==> config.mk <==
export PLATFORM = sky130hd
export DESIGN_NAME = pool_seq_ctrl
export DESIGN_NICKNAME = d
export VERILOG_FILES = /design/src/rtl/pool_pkg.sv /design/src/rtl/pool_win_tracker.sv /design/src/rtl/pool_seq_ctrl.sv
export SDC_FILE = /design/constraint.sdc
export NUM_CORES = 2
export LEC_CHECK = 0
export BUFFER_PORTS_ARGS = -buffer_cell sky130_fd_sc_hd__buf_2
export CORE_UTILIZATION = 60
export CTS_CLUSTER_SIZE = 25
export DETAILED_ROUTE_END_ITERATION = 12
export PLACE_DENSITY = 0.8
export SLEW_MARGIN = 20
export SYNTH_ARGS = -nofsm -noshare
export SYNTH_HDL_FRONTEND = slang
export SYNTH_HIERARCHICAL = 1
export SYNTH_SLANG_ARGS = --single-unit
==> constraint.sdc <==
create_clock -name clk -period 87.2 [get_ports clk]
set_input_delay 17.44 -clock clk [delete_from_list [all_inputs] [get_ports clk]]
set_output_delay 17.44 -clock clk [all_outputs]
set_load 0.005 [all_outputs]
==> src/rtl/pool_pkg.sv <==
// Shared types and helpers for the pooling sequencer: FSM states, mode encoding
// and the pooled output-dimension function.
package pool_pkg;

  typedef enum logic [2:0] {
    StIdle,
    StCheck,
    StBlk,
    StStream,
    StDrain
  } state_e;

  localparam logic POOL_MAX = 1'b0;
  localparam logic POOL_AVG = 1'b1;

  // Zero for unusable geometry so the output ports never divide by zero.
  function automatic logic [31:0] out_dim(input logic [31:0] dim, input logic [3:0] win,
                                          input logic [3:0] str);
    if (str == 4'd0 || win == 4'd0 || {28'd0, win} > dim) return 32'd0;
    return (dim - {28'd0, win}) / {28'd0, str} + 32'd1;
  endfunction

endpackage

==> src/rtl/pool_win_tracker.sv <==
// Follows the position of each shifted pixel and flags the pixels that complete
// a pooling window, honouring independent window size and stride per axis.
module pool_win_tracker #(
  parameter int unsigned DIM_W = 16
) (
  input  logic             clk,
  input  logic             rst_n,
  input  logic             clr,
  input  logic             adv,
  input  logic [DIM_W-1:0] wid,
  input  logic [3:0]       win_h,
  input  logic [3:0]       win_v,
  input  logic [3:0]       str_h,
  input  logic [3:0]       str_v,
  output logic             emit
);

  logic [DIM_W-1:0] col_q, row_q;
  logic [3:0]       ph_h_q, ph_v_q;
  logic             h_reach, v_reach, col_last;

  assign h_reach  = (col_q + DIM_W'(1)) >= DIM_W'(win_h);
  assign v_reach  = (row_q + DIM_W'(1)) >= DIM_W'(win_v);
  assign col_last = (col_q == wid - DIM_W'(1));
  assign emit     = adv && h_reach && v_reach && (ph_h_q == 4'd0) && (ph_v_q == 4'd0);

  // Phases start at 0 once a window fits and reload to str-1 after each hit.
  always_ff @(posedge clk or negedge rst_n) begin
    if (!rst_n) begin
      col_q  <= '0;
      row_q  <= '0;
      ph_h_q <= '0;
      ph_v_q <= '0;
    end else if (clr) begin
      col_q  <= '0;
      row_q  <= '0;
      ph_h_q <= '0;
      ph_v_q <= '0;
    end else if (adv) begin
      if (col_last) begin
        col_q  <= '0;
        ph_h_q <= '0;
        row_q  <= row_q + DIM_W'(1);
        if (v_reach) ph_v_q <= (ph_v_q == 4'd0) ? str_v - 4'd1 : ph_v_q - 4'd1;
      end else begin
        col_q <= col_q + DIM_W'(1);
        if (h_reach) ph_h_q <= (ph_h_q == 4'd0) ? str_h - 4'd1 : ph_h_q - 4'd1;
      end
    end
  end

endmodule

==> src/rtl/pool_seq_ctrl.sv <==
// Pooling sequencer: streams BUF1 into the PE array per channel block and writes
// pooled results to BUF2. Define POOL_SEQ_CTRL_PERF_EN for busy/stall counters.
module pool_seq_ctrl
  import pool_pkg::*;
#(
  parameter int unsigned N_PE     = 8,
  parameter int unsigned ADDR_W   = 12,
  parameter int unsigned DIM_W    = 16,
  parameter int unsigned LAT_POOL = 2
) (
  input  logic              clk,
  input  logic              rst_n,
  input  logic              start,
  input  logic              stall,
  input  logic [DIM_W-1:0]  cfg_ch,
  input  logic [DIM_W-1:0]  cfg_wid,
  input  logic [DIM_W-1:0]  cfg_hei,
  input  logic [3:0]        cfg_win_h,
  input  logic [3:0]        cfg_win_v,
  input  logic [3:0]        cfg_str_h,
  input  logic [3:0]        cfg_str_v,
  input  logic              cfg_mode,
  output logic [N_PE-1:0]   buf1_r_en,
  output logic [ADDR_W-1:0] buf1_r_addr,
  output logic [N_PE-1:0]   pe_shift,
  output logic              pe_lb_reset,
  output logic              pool_emit,
  output logic              pool_mode,
  output logic [3:0]        avg_shift,
  output logic [N_PE-1:0]   buf2_w_en,
  output logic [ADDR_W-1:0] buf2_w_addr,
  output logic [DIM_W-1:0]  out_wid,
  output logic [DIM_W-1:0]  out_hei,
  output logic              busy,
  output logic              done,
  output logic              cfg_err
`ifdef POOL_SEQ_CTRL_PERF_EN
  ,
  output logic [31:0]       perf_cycles,
  output logic [31:0]       perf_stalls
`endif
);

  localparam int unsigned PW    = 2 * DIM_W;
  localparam int unsigned LOG2N = $clog2(N_PE);

  state_e            state_q, state_d;
  logic [DIM_W-1:0]  ch_q, wid_q, hei_q;
  logic [3:0]        win_h_q, win_v_q, str_h_q, str_v_q;
  logic              mode_q;
  logic [DIM_W-1:0]  blk_q, blk_d;
  logic [PW-1:0]     rd_q, rd_d, wr_q, wr_d;
  logic              err_q, err_d, done_q, done_d, lb_q, shift_q;
  logic [LAT_POOL-1:0] dl_q;
  logic [LAT_POOL:0]   dl_shift;

  logic              load, clr, rd_en, adv, w_fire, dl_empty, cfg_bad;
  logic [7:0]        win_prod;
  logic [PW-1:0]     in_size, out_size;
  logic [DIM_W:0]    ch_round;
  logic [DIM_W-1:0]  cb;
  logic [LOG2N-1:0]  rem;
  logic [N_PE-1:0]   mask;

  assign out_wid  = DIM_W'(out_dim(32'(wid_q), win_h_q, str_h_q));
  assign out_hei  = DIM_W'(out_dim(32'(hei_q), win_v_q, str_v_q));
  assign in_size  = PW'(wid_q) * PW'(hei_q);
  assign out_size = PW'(out_wid) * PW'(out_hei);
  assign ch_round = {1'b0, ch_q} + (DIM_W + 1)'(N_PE - 1);
  assign cb       = DIM_W'(ch_round >> LOG2N);
  assign rem      = ch_q[LOG2N-1:0];
  assign mask     = (blk_q == cb - DIM_W'(1) && rem != '0) ? ~({N_PE{1'b1}} << rem)
                                                           : {N_PE{1'b1}};
  assign win_prod = win_h_q * win_v_q;

  assign cfg_bad = (DIM_W'(win_h_q) > wid_q) || (DIM_W'(win_v_q) > hei_q) ||
                   (win_h_q == 4'd0) || (win_v_q == 4'd0) ||
                   (str_h_q == 4'd0) || (str_v_q == 4'd0) ||
                   (ch_q == '0) || (wid_q == '0) || (hei_q == '0) ||
                   (mode_q == POOL_AVG && (win_prod & (win_prod - 8'd1)) != 8'd0);

  always_comb begin
    avg_shift = 4'd0;
    if (mode_q == POOL_AVG) begin
      for (int i = 0; i < 8; i++) begin
        if (win_prod[i]) avg_shift = 4'(i);
      end
    end
  end

  assign adv      = shift_q & ~stall;
  assign dl_empty = (dl_q == '0);
  assign w_fire   = dl_q[LAT_POOL-1] & ~stall;
  assign dl_shift = {dl_q, pool_emit};

  pool_win_tracker #(
    .DIM_W (DIM_W)
  ) u_tracker (
    .clk   (clk),
    .rst_n (rst_n),
    .clr   (clr),
    .adv   (adv),
    .wid   (wid_q),
    .win_h (win_h_q),
    .win_v (win_v_q),
    .str_h (str_h_q),
    .str_v (str_v_q),
    .emit  (pool_emit)
  );

  // Stall freezes every decision; registers simply reload their current value.
  always_comb begin
    state_d = state_q;
    blk_d   = blk_q;
    rd_d    = rd_q;
    wr_d    = wr_q;
    err_d   = err_q;
    done_d  = 1'b0;
    load    = 1'b0;
    clr     = 1'b0;
    rd_en   = 1'b0;
    if (!stall) begin
      unique case (state_q)
        StIdle: begin
          if (start && !done_q) begin
            load    = 1'b1;
            err_d   = 1'b0;
            state_d = StCheck;
          end
        end
        StCheck: begin
          if (cfg_bad) begin
            err_d   = 1'b1;
            done_d  = 1'b1;
            state_d = StIdle;
          end else begin
            blk_d   = '0;
            state_d = StBlk;
          end
        end
        StBlk: begin
          clr  = 1'b1;
          rd_d = '0;
          wr_d = '0;
          if (blk_q == cb) begin
            done_d  = 1'b1;
            state_d = StIdle;
          end else begin
            state_d = StStream;
          end
        end
        StStream: begin
          if (rd_q < in_size) begin
            rd_en = 1'b1;
            rd_d  = rd_q + PW'(1);
          end else begin
            state_d = StDrain;
          end
        end
        StDrain: begin
          if (wr_q == out_size && dl_empty) begin
            blk_d   = blk_q + DIM_W'(1);
            state_d = StBlk;
          end
        end
        default: state_d = StIdle;
      endcase
      if (w_fire) wr_d = wr_q + PW'(1);
    end
  end

  always_ff @(posedge clk or negedge rst_n) begin
    if (!rst_n) begin
      state_q <= StIdle;
      blk_q   <= '0;
      rd_q    <= '0;
      wr_q    <= '0;
      err_q   <= 1'b0;
      done_q  <= 1'b0;
      lb_q    <= 1'b1;
      shift_q <= 1'b0;
      dl_q    <= '0;
      ch_q    <= '0;
      wid_q   <= '0;
      hei_q   <= '0;
      win_h_q <= '0;
      win_v_q <= '0;
      str_h_q <= '0;
      str_v_q <= '0;
      mode_q  <= 1'b0;
    end else begin
      state_q <= state_d;
      blk_q   <= blk_d;
      rd_q    <= rd_d;
      wr_q    <= wr_d;
      err_q   <= err_d;
      done_q  <= done_d;
      lb_q    <= (state_d == StBlk);
      if (!stall) begin
        shift_q <= rd_en;
        dl_q    <= dl_shift[LAT_POOL-1:0];
      end
      if (load) begin
        ch_q    <= cfg_ch;
        wid_q   <= cfg_wid;
        hei_q   <= cfg_hei;
        win_h_q <= cfg_win_h;
        win_v_q <= cfg_win_v;
        str_h_q <= cfg_str_h;
        str_v_q <= cfg_str_v;
        mode_q  <= cfg_mode;
      end
    end
  end

  assign buf1_r_en   = rd_en ? mask : '0;
  assign buf1_r_addr = ADDR_W'(PW'(blk_q) * in_size + rd_q);
  assign pe_shift    = adv ? mask : '0;
  assign buf2_w_en   = w_fire ? mask : '0;
  assign buf2_w_addr = ADDR_W'(PW'(blk_q) * out_size + wr_q);
  assign pe_lb_reset = lb_q;
  assign pool_mode   = mode_q;
  assign busy        = (state_q != StIdle);
  assign done        = done_q;
  assign cfg_err     = err_q;

`ifdef POOL_SEQ_CTRL_PERF_EN
  always_ff @(posedge clk or negedge rst_n) begin
    if (!rst_n) begin
      perf_cycles <= '0;
      perf_stalls <= '0;
    end else if (load) begin
      perf_cycles <= '0;
      perf_stalls <= '0;
    end else begin
      if (busy && perf_cycles != '1) perf_cycles <= perf_cycles + 32'd1;
      if (busy && stall && perf_stalls != '1) perf_stalls <= perf_stalls + 32'd1;
    end
  end
`endif

endmodule
==> out/summary.txt <==
FLOORPLANNING
----------------------------------------------------------------------------------------------------
Overall die width                                                                             345 um
Die area                                                                                 0.119 sq mm
Starting Density                                                                               0.606
Number of I/O pins                                                                               159
Number of rows created at floorplan                                                              125
Die H                                                                                         345 um
Core Box Area                                                                            0.116 sq mm

FINAL LAYOUT
----------------------------------------------------------------------------------------------------
Post-route non-filler standard cell count                                                     12,054
Final Cell Area                                                                         0.0870 sq mm
Highest-count cells in the layout ignoring fill and taps                                1,357 x sky130_fd_sc_hd__buf_4, 866 x sky130_fd_sc_hd__nand2_1, 790 x sky130_fd_sc_hd__inv_1
Area growth from synthesis to layout                                                           23.4%
Number of nets in the final layout                                                            11,662
Commonest non-fill, non-tap cell in the layout                                          sky130_fd_sc_hd__buf_4
Share of layout cells above drive strength 1                                                   0.257

SYNTHESIS
----------------------------------------------------------------------------------------------------
Number of distinct library cells after synthesis                                                 177
Sequential-to-total area share from yosys stat                                                0.0689
Synth Net Count                                                                               10,416
Mapped Area                                                                             0.0705 sq mm
Warnings, synthesis                                                                                6
Number of flops mapped to enable cells by yosys                                                    0
Gate count after technology mapping                                                            9,261
Most used DFF post-synth                                                                sky130_fd_sc_hd__dfrtp_1
Share of flip-flops with an asynchronous set or reset after synthesis                           1.00
Avg Inst Size Synth                                                                       7.61 sq um
Yosys reg bits                                                                                   194

SETUP PATH
----------------------------------------------------------------------------------------------------
Startpoint type of the worst setup path                                                    flip-flop
Type of the setup path with the least slack                                             flip-flop to output port
Most Frequent Cell on Critical Path                                                     sky130_fd_sc_hd__o21a_1
Crit-path max cell delay                                                                     0.57 ns
Required time at the endpoint of the critical path                                          69.76 ns
Arrival time at the worst endpoint                                                          69.11 ns
Origin of the worst setup path                                                             hei_q[11]
Reg-to-reg setup timing slack                                                               16.34 ns
Critical R2R Launch                                                                         wid_q[0]
Depth of the worst register-to-register path                                                     356
Critical path peak fanout                                                                          5
CP max-delay cell                                                                       sky130_fd_sc_hd__or4_4
Endpoint of the lowest-slack register-to-register path                                     blk_q[12]
Capturing instance or port of the critical path                                         buf2_w_addr[11]
Kind of end point of the critical path                                                   output port

CLOCK TREE
----------------------------------------------------------------------------------------------------
Clk Latency, worst-skew pair                                                                 0.54 ns
Clock Tree Root                                                                         sky130_fd_sc_hd__clkbuf_16
Clock-pin slew reported for the worst setup and hold paths after clock tree synthesis        0.10 ns
Cts bufs inserted                                                                                 17
Clock sink total                                                                                 194
Clock Tree Buf Depth                                                                               2
TritonCTS clock tree                                                                            done
CTS H-tree lvls                                                                                    4

PLACE
----------------------------------------------------------------------------------------------------
Post-place setup slack                                                                      -2.21 ns
Standard cell area after detailed placement                                             0.0815 sq mm
DP Cell Count                                                                                 11,753
Post-DP HPWL                                                                              207,000 um
Final weighted congestion of routability-driven global placement                                1.03
Count of input and output buffers                                                                157

ROUTE
----------------------------------------------------------------------------------------------------
Avg WL per Cell                                                                              21.9 um
Post-detailed-route via-to-cell ratio                                                           6.53
Post-DRT Antenna Nets                                                                              0
Vias post-DR                                                                                  78,739
Routed WL                                                                                 264,000 um
Detailed Routing Iterations Pass 1                                                                 8
Number of DRC markers after the initial detailed-route iteration                               6,644
Remaining routing DRC violations                                                                   0

TIMING
----------------------------------------------------------------------------------------------------
Final critical delay including setup and external delays                                    86.55 ns
Final Max Slew Viols                                                                               0
Final hold violation count                                                                         0
Worst setup slack after layout                                                              0.655 ns
Tightest Pin Transition                                                                      1.25 ns
Worst rel slew slack                                                                           0.170
Share of the cycle needed by the critical path after routing                                   0.992
Fin Setup TNS                                                                                   0 ns
RSZ-0062 raised after global routing                                                             yes
Max Clk Rate                                                                                11.6 MHz
Final count of negative-setup-slack endpoints                                                      0
Worst Clk Skew                                                                             0.0219 ns

GLOBAL ROUTE
----------------------------------------------------------------------------------------------------
Global Route Usage Sum                                                                         0.420
Maximum number of pins on one net before global-route repair                                      74
Via count of the first global-routing pass                                                    75,655
Antenna violations before repair                                                                  18
Total gr overflow                                                                                  0
Wire length of the first global-routing pass                                              401,000 um

FLOW RUN
----------------------------------------------------------------------------------------------------
Max-cap violation count                                                                            0

WORST HOLD PATH
----------------------------------------------------------------------------------------------------
Worst min-delay path class                                                              flip-flop to flip-flop
Startpoint of the most critical hold path                                                    shift_q

STATUS
----------------------------------------------------------------------------------------------------
Status                                                                                     completed

[layer usage]
layer,routed length (um),global-route usage,vias to the layer above,share of wire
li1,-,-,35679,-
met1,98300,0.499,37929,0.37
met2,124000,0.702,3999,0.47
met3,24400,0.0887,1116,0.092
met4,18000,0.240,16,0.068
met5,113,0,-,0.00043
[critical path, delay by kind of cell (launching register included)]
kind / cells / cell delay, ns
AO/OA/AOI/OAI: 124 / 19.83
XOR/XNOR: 12 / 2.13
adder cells (fa/ha/maj): 45 / 14.40
buffers and inverters: 35 / 4.33
flip-flops: 1 / 0.41
multiplexers: 11 / 2.97
AND/OR/NAND/NOR: 130 / 24.29
[final cells by class]
class | instances | area [sq um]
Antenna cell | 10 | 25.0
Clock buffer | 17 | 425
Clock inverter | 15 | 228
Fill cell | 8894 | 29400
Inverter | 824 | 3130
Multi-Input combinational cell | 7932 | 65100
Sequential cell | 194 | 4860
Tap cell | 1524 | 1910
Timing Repair Buffer | 1538 | 11300
[worst min-delay path by stage]
stage,to,slack (ns),depth (start not counted)
2_1_floorplan,shift_q,0.45,2
3_3_place_gp,shift_q,0.47,2
3_5_place_dp,shift_q,0.48,2
4_1_cts,shift_q,0.50,2
5_1_grt,shift_q,0.54,2
6_report,shift_q,0.50,2
[state kept, by name (all words and copies together), names as in the netlist, 2 cells and up]
signal / flops
rd_q: 32
hei_q: 16
u_tracker/ph_h_q: 4
str_h_q: 4
u_tracker/row_q: 16
u_tracker/ph_v_q: 4
str_v_q: 4
win_v_q: 4
wid_q: 16
win_h_q: 4
dl_q: 2
state_q: 3
wr_q: 32
blk_q: 16
u_tracker/col_q: 16
ch_q: 16
[per-stage QoR]
step	utilization	hold WS, ns
floorplan	-	0.451
global placement	0.700	0.467
detailed placement	0.700	0.480
CTS	0.715	0.500
global route	0.747	0.536
finish	0.747	0.499
[repair_timing]
| item | CTS | global route |
|---|---|---|
| setup buffers | 62 | 195 |
| resized for setup | 143 | 424 |
| setup endpoints to repair | 8 | 9 |
| hold buffers | 0 | 0 |
| cloned | 1 | 1 |
| pin swaps | 71 | 372 |
[kinds of logic (layout without fill, tap and decap cells)]
family / Yosys count / count (layout) / synth area share
other cells: 1 / 11 / 0.0000532
flops: 194 / 194 / 0.0689
fa+ha+maj: 1089 / 1089 / 0.245
compound gates: 2211 / 2211 / 0.220
xor+xnor: 635 / 635 / 0.0795
buf+inv: 1137 / 2394 / 0.0667
mux: 240 / 240 / 0.0368
simple gates: 3754 / 3756 / 0.283
[synthesized netlist by cell type, types with 29 or more instances]
cell | instances | area, sq um
sky130_fd_sc_hd__nand2_1 | 918 | 3450
sky130_fd_sc_hd__inv_1 | 814 | 3060
sky130_fd_sc_hd__nor2_1 | 756 | 2840
sky130_fd_sc_hd__ha_1 | 596 | 7460
sky130_fd_sc_hd__a21oi_1 | 504 | 2520
sky130_fd_sc_hd__fa_1 | 490 | 9810
sky130_fd_sc_hd__xnor2_1 | 425 | 3720
sky130_fd_sc_hd__o21ai_0 | 352 | 1760
sky130_fd_sc_hd__nor3_1 | 350 | 1750
sky130_fd_sc_hd__and2_1 | 276 | 1730
sky130_fd_sc_hd__nand3_1 | 270 | 1350
sky130_fd_sc_hd__xor2_1 | 205 | 1800
sky130_fd_sc_hd__dfrtp_1 | 193 | 4830
sky130_fd_sc_hd__clkbuf_1 | 184 | 691
sky130_fd_sc_hd__o21a_1 | 157 | 1180
sky130_fd_sc_hd__a21o_1 | 141 | 1060
sky130_fd_sc_hd__nand4_1 | 131 | 820
sky130_fd_sc_hd__mux2_2 | 130 | 1460
sky130_fd_sc_hd__or3_1 | 130 | 813
sky130_fd_sc_hd__nand2b_1 | 114 | 713
sky130_fd_sc_hd__and3_1 | 111 | 694
sky130_fd_sc_hd__mux2i_1 | 100 | 1000
sky130_fd_sc_hd__o31ai_1 | 97 | 728
sky130_fd_sc_hd__nor4_1 | 95 | 594
sky130_fd_sc_hd__a31oi_1 | 94 | 588
sky130_fd_sc_hd__or2_2 | 87 | 544
sky130_fd_sc_hd__a211oi_1 | 81 | 608
sky130_fd_sc_hd__o211ai_1 | 77 | 578
sky130_fd_sc_hd__or4_1 | 69 | 518
sky130_fd_sc_hd__nor2b_1 | 53 | 332
sky130_fd_sc_hd__o21ai_1 | 49 | 245
sky130_fd_sc_hd__buf_2 | 48 | 240
sky130_fd_sc_hd__and4_1 | 45 | 394
sky130_fd_sc_hd__buf_4 | 38 | 285
sky130_fd_sc_hd__o21bai_1 | 36 | 270
sky130_fd_sc_hd__o22ai_1 | 36 | 225
sky130_fd_sc_hd__a21boi_0 | 34 | 255
sky130_fd_sc_hd__a211o_1 | 31 | 272
sky130_fd_sc_hd__nor3_2 | 31 | 310
sky130_fd_sc_hd__or2_1 | 29 | 181
Power is not shown: default switching activity piles up to over one toggle a cycle in this logic, so the estimate is an artifact.
